$ cat src/rtl/shift_mult_pkg.sv
// Shared definitions for the shift-and-add multiplier and its companion divider:
// state encoding, counter-width helper and default operand width.
package shift_mult_pkg;

   localparam int SHIFT_MULT_N_DEFAULT = 8;

   typedef enum logic [1:0] {
      S_IDLE = 2'd0,
      S_RUN  = 2'd1,
      S_ADD  = 2'd2,
      S_DONE = 2'd3
   } state_t;

   // The counter must hold the value N itself, not just N-1.
   function automatic int cnt_width(input int n);
      return $clog2(n + 1);
   endfunction

endpackage

$ cat src/rtl/shift_mult_shift_add_step.sv
// One multiplier iteration: shift the 2N-bit accumulator left by one and
// conditionally add the zero-extended multiplicand.
module shift_add_step
   import shift_mult_pkg::*;
#(
   parameter int N = SHIFT_MULT_N_DEFAULT
) (
   input  logic [2*N-1:0] acc,
   input  logic [N-1:0]   a,
   input  logic           bit_b,
   output logic [2*N-1:0] acc_next
);

   assign acc_next = {acc[2*N-2:0], 1'b0} + (bit_b ? {{N{1'b0}}, a} : {(2*N){1'b0}});

endmodule

$ cat src/rtl/shift_mult.sv
// Sequential MSB-first shift-and-add multiplier: producto = A*B (+ R when
// SHIFT_MULT_REMAINDER_EN is defined, which adds the residuo port and ADD state).
module shift_mult
   import shift_mult_pkg::*;
#(
   parameter int N = SHIFT_MULT_N_DEFAULT
) (
   input  logic           clk,
   input  logic           rst,
   input  logic           start,
   input  logic [N-1:0]   multiplicando,
   input  logic [N-1:0]   multiplicador,
`ifdef SHIFT_MULT_REMAINDER_EN
   input  logic [N-1:0]   residuo,
`endif
   output logic           busy,
   output logic           done,
   output logic [2*N-1:0] producto
);

   localparam int CW = cnt_width(N);

   state_t            state_q, state_d;
   logic [2*N-1:0]    acc_q;
   logic [2*N-1:0]    acc_step;
   logic [N-1:0]      a_q;
   logic [N-1:0]      b_q;
   logic [CW-1:0]     cnt_q;
`ifdef SHIFT_MULT_REMAINDER_EN
   logic [N-1:0]      r_q;
`endif

   // b_q shifts left each RUN cycle, so its MSB is always B[cnt-1].
   shift_add_step #(.N(N)) u_step (
      .acc      (acc_q),
      .a        (a_q),
      .bit_b    (b_q[N-1]),
      .acc_next (acc_step)
   );

   always_comb begin
      state_d = state_q;
      case (state_q)
         S_IDLE: if (start) state_d = S_RUN;
         S_RUN: begin
            if (cnt_q == CW'(1)) begin
`ifdef SHIFT_MULT_REMAINDER_EN
               state_d = S_ADD;
`else
               state_d = S_DONE;
`endif
            end
         end
`ifdef SHIFT_MULT_REMAINDER_EN
         S_ADD:  state_d = S_DONE;
`endif
         S_DONE: state_d = S_IDLE;
         default: state_d = S_IDLE;
      endcase
   end

   always_ff @(posedge clk or posedge rst) begin
      if (rst) begin
         state_q <= S_IDLE;
         acc_q   <= '0;
         a_q     <= '0;
         b_q     <= '0;
         cnt_q   <= '0;
`ifdef SHIFT_MULT_REMAINDER_EN
         r_q     <= '0;
`endif
      end else begin
         state_q <= state_d;
         case (state_q)
            S_IDLE: begin
               if (start) begin
                  a_q   <= multiplicando;
                  b_q   <= multiplicador;
`ifdef SHIFT_MULT_REMAINDER_EN
                  r_q   <= residuo;
`endif
                  acc_q <= '0;
                  cnt_q <= CW'(N);
               end
            end
            S_RUN: begin
               acc_q <= acc_step;
               b_q   <= {b_q[N-2:0], 1'b0};
               cnt_q <= cnt_q - CW'(1);
            end
`ifdef SHIFT_MULT_REMAINDER_EN
            S_ADD: acc_q <= acc_q + {{N{1'b0}}, r_q};
`endif
            default: ;
         endcase
      end
   end

   assign busy     = (state_q == S_RUN) || (state_q == S_ADD);
   assign done     = (state_q == S_DONE);
   assign producto = acc_q;

endmodule

$ cat config.mk
export PLATFORM = sky130hd
export DESIGN_NAME = shift_mult
export DESIGN_NICKNAME = d
export VERILOG_FILES = /design/src/rtl/shift_mult_pkg.sv /design/src/rtl/shift_mult_shift_add_step.sv /design/src/rtl/shift_mult.sv
export SDC_FILE = /design/constraint.sdc
export NUM_CORES = 1
export LEC_CHECK = 0
export CORE_UTILIZATION = 60
export DETAILED_ROUTE_END_ITERATION = 16
export DONT_BUFFER_PORTS = 1
export PLACE_DENSITY = 0.87
export SLEW_MARGIN = 20
export SYNTH_ARGS = -nofsm -noshare
export SYNTH_HDL_FRONTEND = slang
export SYNTH_HIERARCHICAL = 1
export SYNTH_SLANG_ARGS = --single-unit
$ cat constraint.sdc
create_clock -name clk -period 6.94 [get_ports clk]
set_clock_uncertainty 0.15 [all_clocks]
set_input_delay 0.694 -clock clk [delete_from_list [all_inputs] [get_ports clk]]
set_output_delay 0.694 -clock clk [all_outputs]
set_load 0.005 [all_outputs]
* After elaboration in Yosys (flattened, before gate mapping) *
Cells that the tools add are included.

word-level totals
  bits in registers = 38
  word-level logic and storage cells = 29

operators by class
  add/sub/neg operators = 2
  eq/ne operators = 6
  multiplexer cells = 10
  reduce and logical (&&, ||, !) cells = 6

operators with widths
  operator                                              number
  one-hot mux 16 bit (2 select lines)                   1
  adder 16 bit                                          1
  two-way mux 16 bit                                    1
  two-way mux 8 bit                                     2
  one-hot mux 8 bit (2 select lines)                    1
  one-hot mux 4 bit (2 select lines)                    1
  AND reduction 2 bit                                   3
  equality test 2 bit (second input constant)           2
  equality test 4 x 1 -> 1 bit (second input constant)  1
  two-way mux 2 bit                                     2
  two-way mux 4 bit                                     1
  inequality test 2 bit (second input constant)         2
  one-hot mux 2 bit (2 select lines)                    1
  subtractor 4 x 1 -> 4 bit (second input constant)     1
  equality test 2 x 1 -> 1 bit (second input constant)  1
  logical NOT 2 bit                                     1
  nonzero test 2 bit                                    1
  logical OR 1 bit                                      1

* Longest topological paths before layout *
Gate-level depths: netlist (run 1).

  depth in word-level cells = 3
  depth in mapped cells = 8
  depth with buffers taken out = 8

* By module *
Netlist (run 1), hierarchy kept.

by module, submodules not included
  module          times used  cells each  area each (sq um)  seq. area each (sq um)
  shift_mult      1           130         1,624.1            950.9
  shift_add_step  1           67          513.0              0.0

* Worst setup path after synthesis (run 1) *
OpenSTA, ideal clock, no wires.

  path kind = reg2reg
  from = register b_q[7]
  to = register acc_q[15], in the netlist producto[15]
  library setup time = 0.121 ns
  data arrival time = 2.141 ns
  slack = 4.528 ns
  cell stages (with the launch flop) = 9
  period minus slack after synthesis = 2.412 ns
  cell sequence = dfrtp_1 -> and2_1 -> ha_1 -> fa_1 -> a211oi_1 -> o21ai_1 -> and2_1 -> a211o_1 -> a22o_1

on the way
  word-level cells in the longest chain between the ends = 3

RTL lines
  element                              line                             source
  start: declaration                   shift_mult.sv:27                 logic [N-1:0] b_q;
  start signal: assignment             shift_mult.sv:78                 b_q <= multiplicador;
  start signal: assignment             shift_mult.sv:88                 b_q <= {b_q[N-2:0], 1'b0};
  two-way mux 8 bit                    shift_mult_shift_add_step.sv:14  assign acc_next = {acc[2*N-2:0], 1'b0} + (bit_b ? {{N{1'b0}}, a} : {(2*N){1'b0}});
  adder 16 bit                         shift_mult_shift_add_step.sv:14
  via acc_step[15]                     shift_mult.sv:25                 logic [2*N-1:0] acc_step;
  one-hot mux 16 bit (2 select lines)  shift_mult.sv:74                 case (state_q)
  end signal: assignment               shift_mult.sv:87                 acc_q <= acc_step;
  end: declaration                     shift_mult.sv:24                 logic [2*N-1:0] acc_q;

The timed path passes the listed nets, and every way through them passes these cells.
A chain may end at the register's enable or synchronous reset.

* Final worst setup path (run 1) *
Same ends and word-level chain as after synthesis.

==> results of run 1 <==
power breakdown:
part           internal [mW]  switching, mW  total (mW)
sequential             0.320         0.0942       0.414
combinational          0.223          0.263       0.487
clock                 0.0746         0.0714       0.146
total                  0.618          0.429        1.05
critical path, cell delays in order (launching register included):
cell and delay [ps]:
dfrtp_1 460, and2_1 190, ha_1 210, fa_1 420
a211oi_1 250, o21ai_1 160, and2_1 200, a211o_1 260
a22o_1 200
placed cells by master (no fill, tap or decap), types with 4 or more instances in the layout:
master / count
a22o_1: 17
mux2i_1: 7
o21ai_0: 15
inv_1: 7
clkbuf_4: 5
nand2_1: 13
and2_1: 10
xnor2_1: 6
nor3_1: 4
a21oi_1: 7
mux2_2: 8
ha_1: 12
nor2_1: 4
dfrtp_1: 38
cell type report:
cell class,count,area (um^2)
inverter,7,26.3
clock buffer,5,37.5
fill,285,1120
tap,46,57.6
sequential,38,951
clock inverter,3,40.0
multi-input combinational,145,1110
timing repair buffer,2,15.0
worst max-delay path by stage:
stage	start	to	slack [ps]	depth (start not counted)
global route	b_q[7]$_DFFE_PP0P_	producto[15]$_DFFE_PP0P_	4140	8
CTS	b_q[7]$_DFFE_PP0P_	producto[15]$_DFFE_PP0P_	4320	8
floorplan	b_q[7]$_DFFE_PP0P_	producto[15]$_DFFE_PP0P_	4530	8
finish	b_q[7]$_DFFE_PP0P_	producto[15]$_DFFE_PP0P_	4330	8
detailed placement	b_q[7]$_DFFE_PP0P_	producto[15]$_DFFE_PP0P_	4340	8
global placement	b_q[7]$_DFFE_PP0P_	producto[15]$_DFFE_PP0P_	4430	8
registers in the layout (all words and copies together), names as in the netlist:
| register | flops |
|---|---|
| state_q | 2 |
| a_q | 8 |
| b_q | 8 |
| cnt_q | 4 |
| producto | 16 |
routing by layer:
metal  up-vias  track usage [%]
met5         -                0
met4         0             8.57
met3         4             8.82
met2        51             39.0
met1       731             31.5
li1        719                -
cell families after synthesis:
logic type / count (synthesis) / share of synthesized area, %
compound gates: 56 / 18.6
simple gates: 51 / 13.7
flops: 38 / 44.5
mux: 16 / 8.14
buf+inv: 14 / 3.45
fa+ha+maj: 13 / 7.96
xor+xnor: 9 / 3.69
==> metrics, run 1 <==
met3 routed wirelength=234 um; RR Endpoint=producto[15]$_DFFE_PP0P_; Port Buffers=0; DP Area=2160 um^2; via/cell ratio=6.12; fraction of synthesized cell area taken by the top area cell type=44.5%; Slew Viols, Final=0; worst hold path type=in2async; Static Leak=1.06 nW; Mapped Cells=197; fin crit share=37.7%; synthesized area per cell=10.8 um^2; Num CTS Buffers=5; RePlAce Congestion=0.961; setup slack after placement=4340 ps; CTS tree=done; Final Power=1.05 mW; final instance area=2240 um^2; All-Layer GR Usage=24.7%; initial antenna violation count=0; critical path peak fanout=9; Worst R2R Path Depth=8; r2r startpoint=b_q[7]$_DFFE_PP0P_; Syn Nets=229; H-tree depth=2; synthesized area=2140 um^2; GRT overflow=0; worst setup slack after layout=4330 ps; hpwl dp=3.01 mm; worst hold slack=185 ps; crit path launch type=register; Core ar.=3360 um^2; M1 WL=1.79 mm; total wire length=4.09 mm; drt wl/cell=16.6 um; first-pass GRT wire length=6.70 mm; Layout Cells excl Fill=246; Routed Antenna Nets=0; max frequency=383 MHz; Setup Viol. Count Final=0; PwrDens=467 nW/um^2; CP Class=reg2reg; Die Y=61.7 um; FFs w/ async S/R, synth=100%; VDD IR max=0.000252 V; Area growth, synth to finish=4.80%; Die Wd=61.7 um; Hold Fails Final Rpt=0; top cells by count, synth=dfrtp_1 (38), a22o_1 (17), o21ai_0 (15); slack of the worst reg-to-reg path=4330 ps; largest net degree at the start of global routing=39; # hold bufs at CTS=0; setup TNS=0 ps; post-layout util=66.6%; DRT Pass-1 Iters=4; min Tclk post-route=2610 ps; status=completed; number of placed instances, taps included=238; Die ar.=3800 um^2; # DRC=0; #FFs+latches synth=38; CTS clock-pin slew for the worst setup and hold paths=120 ps; IO Pins=37; max-cap viol count=0; RSZ-0062 raised after global routing=false; initial drt markers=116; # clock sinks=38; Crit path arrival time=2700 ps; vias in the first global route=1470; layout cells sized above 1=14.5%; Synth area leader=dfrtp_1; normalized max-slew margin=52.6%; EDFF count, synth=0; synth unique cells=43; Max Used Layer=met4; clock latency on the worst-skew pair=340 ps; # rows=21; Yosys warnings=6; post_cts resized=0; fin nets=231; synth top area cells=dfrtp_1 (44%), ha_1 (7.0%), a22o_1 (7.0%), mux2_2 (4.2%), o21ai_0 (3.5%); Setup Fix Bufs, Post-CTS=0; Clock Tree Root=clkbuf_4; sequential fraction of the synthesis area=44.5%; Worst Setup End Kind=register; met2 WL=2.03 mm; CTS max path bufs=2; count leader, synth=dfrtp_1; Synth Flop Type=dfrtp_1; via count=1505; Crit path required time=7030 ps; n_diodes=0; initial core utilization=63.5%; Worst Tran Pin Value=712 ps
No activity file was read; power rests on OpenSTA's default activity.
==> run 2, diff against run 1 <==
Settings changed: ABC_AREA set to 1.
Clock period 6.94 ns to 2.54 ns, I/O delays scaled along.
==> run 2 against run 1 <==
  * Register-to-register slack lost 4000 ps
  * Worst setup slack lost 4000 ps
  * Utilization grew 3.6 points
  * Sequential share of layout area shrank 6.3 points
  * Critical path depth grew 5
  * Clock power grew to 3.6 times the previous value
  * Count of clock-buffer cells in the layout is the same
  * Combinational power grew to 2.5 times the previous value
  * Synthesized cell count grew 71%
==> metrics, run 2 <==
Hold Path Stages=4; Final Power=2.81 mW; normalized max-slew margin=55.0%; fraction of synthesized cell area taken by the top area cell type=39.7%; fin nets=378; leading cell type in the layout, fill and taps excluded=nand2_1; fin crit share=88.8%; via/cell ratio=5.43; initial drt markers=220; hold wc startpoint=multiplicador[6]; Hold Fails Final Rpt=0; # clock sinks=38; Slew Viols, Final=0; CP top delay family=simple AND/OR/NAND/NOR gates; EDFF count, synth=0; slowest stage delay, CP=480 ps; crit path launch type=register; All-Layer GR Usage=26.3%; via count=2145; Routed Antenna Nets=0; CTS tree=done; drt wl/cell=13.0 um; hold path endpoint=b_q[6]$_DFFE_PP0P_; status=completed; vias in the first global route=1966; Worst Tran Pin Value=673 ps; Worst R2R Path Depth=13; critical path peak fanout=9; max reg flops=16; filler instances=335; Setup Viol. Count Final=0; CP Class=reg2reg; Die Y=65.2 um; IO Pins=37; RePlAce Congestion=0.876; crit path cell chain=nand2_1, inv_1, ha_1, fa_1, nand2_1, nand2_1, and2_1, nand2_1, nand2_1, nand3_1, nand2_1, nand3_1, nand2_1; synth unique cells=27; top cells by count, synth=nand2_1 (128), nand3_1 (58), inv_1 (42); max-cap viol count=0; Die Wd=65.2 um; RSZ-0062 raised after global routing=false; grt peak-use layer=met2; sequential fraction of the synthesis area=39.7%; H-tree depth=2; Die ar.=4250 um^2; min Tclk post-route=2260 ps; # DRC=0; worst hold path type=in2reg; critical path's slowest cell=dfrtp_1; Synth Flop Type=dfrtp_1; total wire length=5.12 mm; CP Buf/Inv Count=1; GRT met1 Usage=32.8%; count leader, synth=nand2_1; hpwl dp=3.47 mm; max frequency=443 MHz; FFs w/ async S/R, synth=100%; post-layout util=70.2%; synth top area cells=dfrtp_1 (40%), nand2_1 (20%), nand3_1 (12%), inv_1 (6.6%), ha_1 (6.3%); grt met2 use=42.9%; Synth area leader=dfrtp_1; slack of the worst reg-to-reg path=280 ps; initial antenna violation count=0; Mapped Cells=336; met3 Track Usage GR=7.64%; Worst Setup End Kind=register; Crit path top cell by count=nand2_1; Port Buffers=0; r2r startpoint=b_q[7]$_DFFE_PP0P_; CTS max path bufs=2; clock latency on the worst-skew pair=300 ps; GRT overflow=0; Crit path required time=2580 ps; most frequent cells in the layout=nand2_1 (128), nand3_1 (58), inv_1 (42); setup TNS=0 ps; #FFs+latches synth=38; n_diodes=0; CP startpoint=b_q[7]$_DFFE_PP0P_; initial core utilization=64.0%; Setup Fix Bufs, Post-CTS=0; PwrDens=1070 nW/um^2; Yosys warnings=6; synthesized area=2390 um^2; Num CTS Buffers=5; Static Leak=1.50 nW; CTS clock-pin slew for the worst setup and hold paths=80 ps; # rows=22; RR Endpoint=producto[13]$_DFFE_PP0P_; Syn Nets=368; first-pass GRT wire length=8.47 mm; Area growth, synth to finish=9.77%; Core ar.=3740 um^2; largest net degree at the start of global routing=39; layout cells sized above 1=4.61%; Crit path arrival time=2300 ps; Clock Tree Root=clkbuf_8; synthesized area per cell=7.13 um^2; DRT Pass-1 Iters=4; VDD IR max=0.000722 V
## run 2: area by class of cell
type	count	area (um^2)	share of cell area [%]
inverters	42	158	6.00
flip-flops and latches	38	951	36.2
multi-input cells	245	1210	46.2
repair buffers	14	133	5.05
clock buffers	5	68.8	2.62
clock inverters	3	45.0	1.71
well taps	48	60.1	2.28
## run 2: worst register-to-register path: stages (launching register included)
cell	delay, ps
dfrtp_1	480
nand2_1	120
inv_1	50
ha_1	190
fa_1	410
nand2_1	90
nand2_1	60
and2_1	170
nand2_1	80
nand2_1	80
nand3_1	80
nand2_1	50
nand3_1	70
nand2_1	60
## run 2: worst max-delay path by stage
stage / end / cells after the start
6_report: producto[13]$_DFFE_PP0P_ / 13
5_1_grt: producto[13]$_DFFE_PP0P_ / 13
4_1_cts: producto[13]$_DFFE_PP0P_ / 13
3_5_place_dp: producto[13]$_DFFE_PP0P_ / 13
3_3_place_gp: producto[13]$_DFFE_PP0P_ / 13
2_1_floorplan: producto[13]$_DFFE_PP0P_ / 14
## run 2: per-stage QoR
step                      worst slack [ps]  hold slack [ps]  cells  cell area (um^2)
after global placement                 426              134    376              2400
after global routing                   108             57.1    395              2630
after floorplan                        430              214    336              2390
after detailed placement               333              133    376              2400
after CTS                              326             32.3    395              2630
final                                  285             29.1    395              2630
## run 2: power breakdown
group | internal, mW | switching (mW)
clock network | 0.292 | 0.230
logic | 0.431 | 0.785
registers | 0.847 | 0.228
## run 2: cell families (layout without fill, tap and decap cells)
kind of cell	after synthesis	after routing	share of synthesized area (%)
buf+inv	53	64	9.61
flops	38	38	39.7
compound gates	14	14	3.71
xor+xnor	5	5	1.83
simple gates	213	213	38.0
fa+ha+maj	13	13	7.11
## run 2: routing by layer
metal / part of all wire (%) / vias to the layer above
met5: 0 / -
met4: 1.6 / 0
met3: 6.8 / 10
met2: 48 / 69
met1: 44 / 994
li1: - / 1072
## run 2: timing repair
item / CTS / global route
endpoints found under the hold margin: 48 / 0
resized for setup: 0 / 0
hold buffers: 11 / 0
setup endpoints to repair: 0 / 0
==> run 3, diff against run 2 <==
--- a/config.mk
+++ b/config.mk
@@ -8,6 +8,6 @@
 export ABC_AREA = 1
-export CORE_UTILIZATION = 60
+export CORE_UTILIZATION = 55
 export DETAILED_ROUTE_END_ITERATION = 16
 export DONT_BUFFER_PORTS = 1
-export PLACE_DENSITY = 0.87
+export PLACE_DENSITY = 0.81
 export SLEW_MARGIN = 20
--- a/constraint.sdc
+++ b/constraint.sdc
@@ -4,2 +4,2 @@
 set_output_delay 0.254 -clock clk [all_outputs]
-set_load 0.005 [all_outputs]
+set_load 0.05 [all_outputs]
==> run 3 against run 2 <==
  * Worst setup slack gained 34 ps
  * First-iteration DRC count shrank 22%
  * Fmax grew 1.5%
  * Critical path type unchanged
==> metrics, run 3 (synthesis results as in run 2) <==
status=completed; critical path peak fanout=9; Port Buffers=0; met3 Track Usage GR=5.33%; initial drt markers=171; n_diodes=0; Hold Fails Final Rpt=0; largest net degree at the start of global routing=39; max-cap viol count=0; Crit path required time=2570 ps; RSZ-0062 raised after global routing=false; Core ar.=4090 um^2; setup slack after placement=363 ps; max reg flops=16; Worst Setup End Kind=register; CTS clock-pin slew for the worst setup and hold paths=80 ps; setup TNS=0 ps; VDD IR max=0.000645 V; Die ar.=4620 um^2; leading cell type in the layout, fill and taps excluded=nand2_1; Slew Viols, Final=0; GRT met1 Usage=33.3%; Routed Antenna Nets=0; CTS tree=done; Layout Cells excl Fill=406; Setup Fix Bufs, Post-CTS=0; slack of the worst reg-to-reg path=320 ps; DRT Pass-1 Iters=4; grt met2 use=39.7%; initial core utilization=58.6%; fin nets=387; worst setup slack after layout=319 ps; Area growth, synth to finish=12.4%; Die Wd=68.0 um; # hold bufs at CTS=10; first-pass GRT wire length=8.47 mm; fin crit share=87.4%; drt wl/cell=13.0 um; CTS max path bufs=2; worst hold path type=in2reg; H-tree depth=2; DP Area=2470 um^2; CP Class=reg2reg; Die Y=68.0 um; via count=2133; Static Leak=1.55 nW; RePlAce Congestion=0.876; total wire length=5.30 mm; Crit path arrival time=2250 ps; post-layout util=65.9%; GRT overflow=0; # clock sinks=38; via/cell ratio=5.25; post_cts resized=0; layout cells sized above 1=6.46%; All-Layer GR Usage=25.0%; # rows=23; Worst Tran Pin Value=737 ps; # DRC=0; Setup Viol. Count Final=0; final instance area=2690 um^2; Clock Tree Root=clkbuf_8; crit path launch type=register; normalized max-slew margin=50.8%; number of placed instances, taps included=387; IO Pins=37; vias in the first global route=1825; min Tclk post-route=2220 ps; PwrDens=1180 nW/um^2; Num CTS Buffers=5; clock latency on the worst-skew pair=290 ps; most frequent cells in the layout=nand2_1 (128), nand3_1 (58), inv_1 (42); max frequency=450 MHz; grt peak-use layer=met2; hpwl dp=3.60 mm; initial antenna violation count=0
[run 3: cell types whose count changed in the layout (fill, tap and decap cells not counted)]
cell | previous run | this run
buf_4 | 3 | 12
clkinvlp_4 | 2 | 0
clkbuf_1 | 0 | 2
[run 3: critical path: stages, from the launching register on]
cell and delay (ps):
dfrtp_1 460, nand2_1 100, inv_1 40, ha_1 190
fa_1 410, nand2_1 90, nand2_1 60, and2_1 170
nand2_1 90, nand2_1 80, nand2_1 70, nand2_1 40
nand3_1 70, nand2_1 90
[run 3: layout make-up]
type	instances	area (um^2)
inverter	42	158
clock inverter	1	30.0
tap	50	62.6
timing repair buffer	23	200
fill	351	1400
sequential	38	951
clock buffer	7	76.3
multi-input combinational	245	1210
[run 3: layer usage]
layer  share of wire [%]  up-vias
met5                   0        -
met4                0.87        0
met3                 5.8        5
met2                  46       55
met1                  47      978
li1                    -     1095
[run 3: where the power goes]
part | switching, mW | internal, mW
logic | 1.05 | 0.496
registers | 0.277 | 0.846
clock network | 0.212 | 0.294
[run 3: final timing paths]
kind                               startpoint                 endpoint  cells past startpoint
min in group asynchronous                 rst       a_q[2]$_DFFE_PP0P_                      3
max in group asynchronous                 rst  producto[6]$_DFFE_PP0P_                      3
max reg2reg                b_q[7]$_DFFE_PP0P_  producto[9]$_DFFE_PP0P_                     13
max                        b_q[7]$_DFFE_PP0P_  producto[9]$_DFFE_PP0P_                     13
min                          multiplicador[6]       b_q[6]$_DFFE_PP0P_                      4
min reg2reg                b_q[4]$_DFFE_PP0P_       b_q[4]$_DFFE_PP0P_                      1
[run 3: per-stage QoR]
stage	power, mW	hold WS, ps
floorplan	2.37	214
finish	3.18	42.9
global placement	2.61	137
detailed placement	2.65	139
global route	3.41	62.3
CTS	3.18	0.544
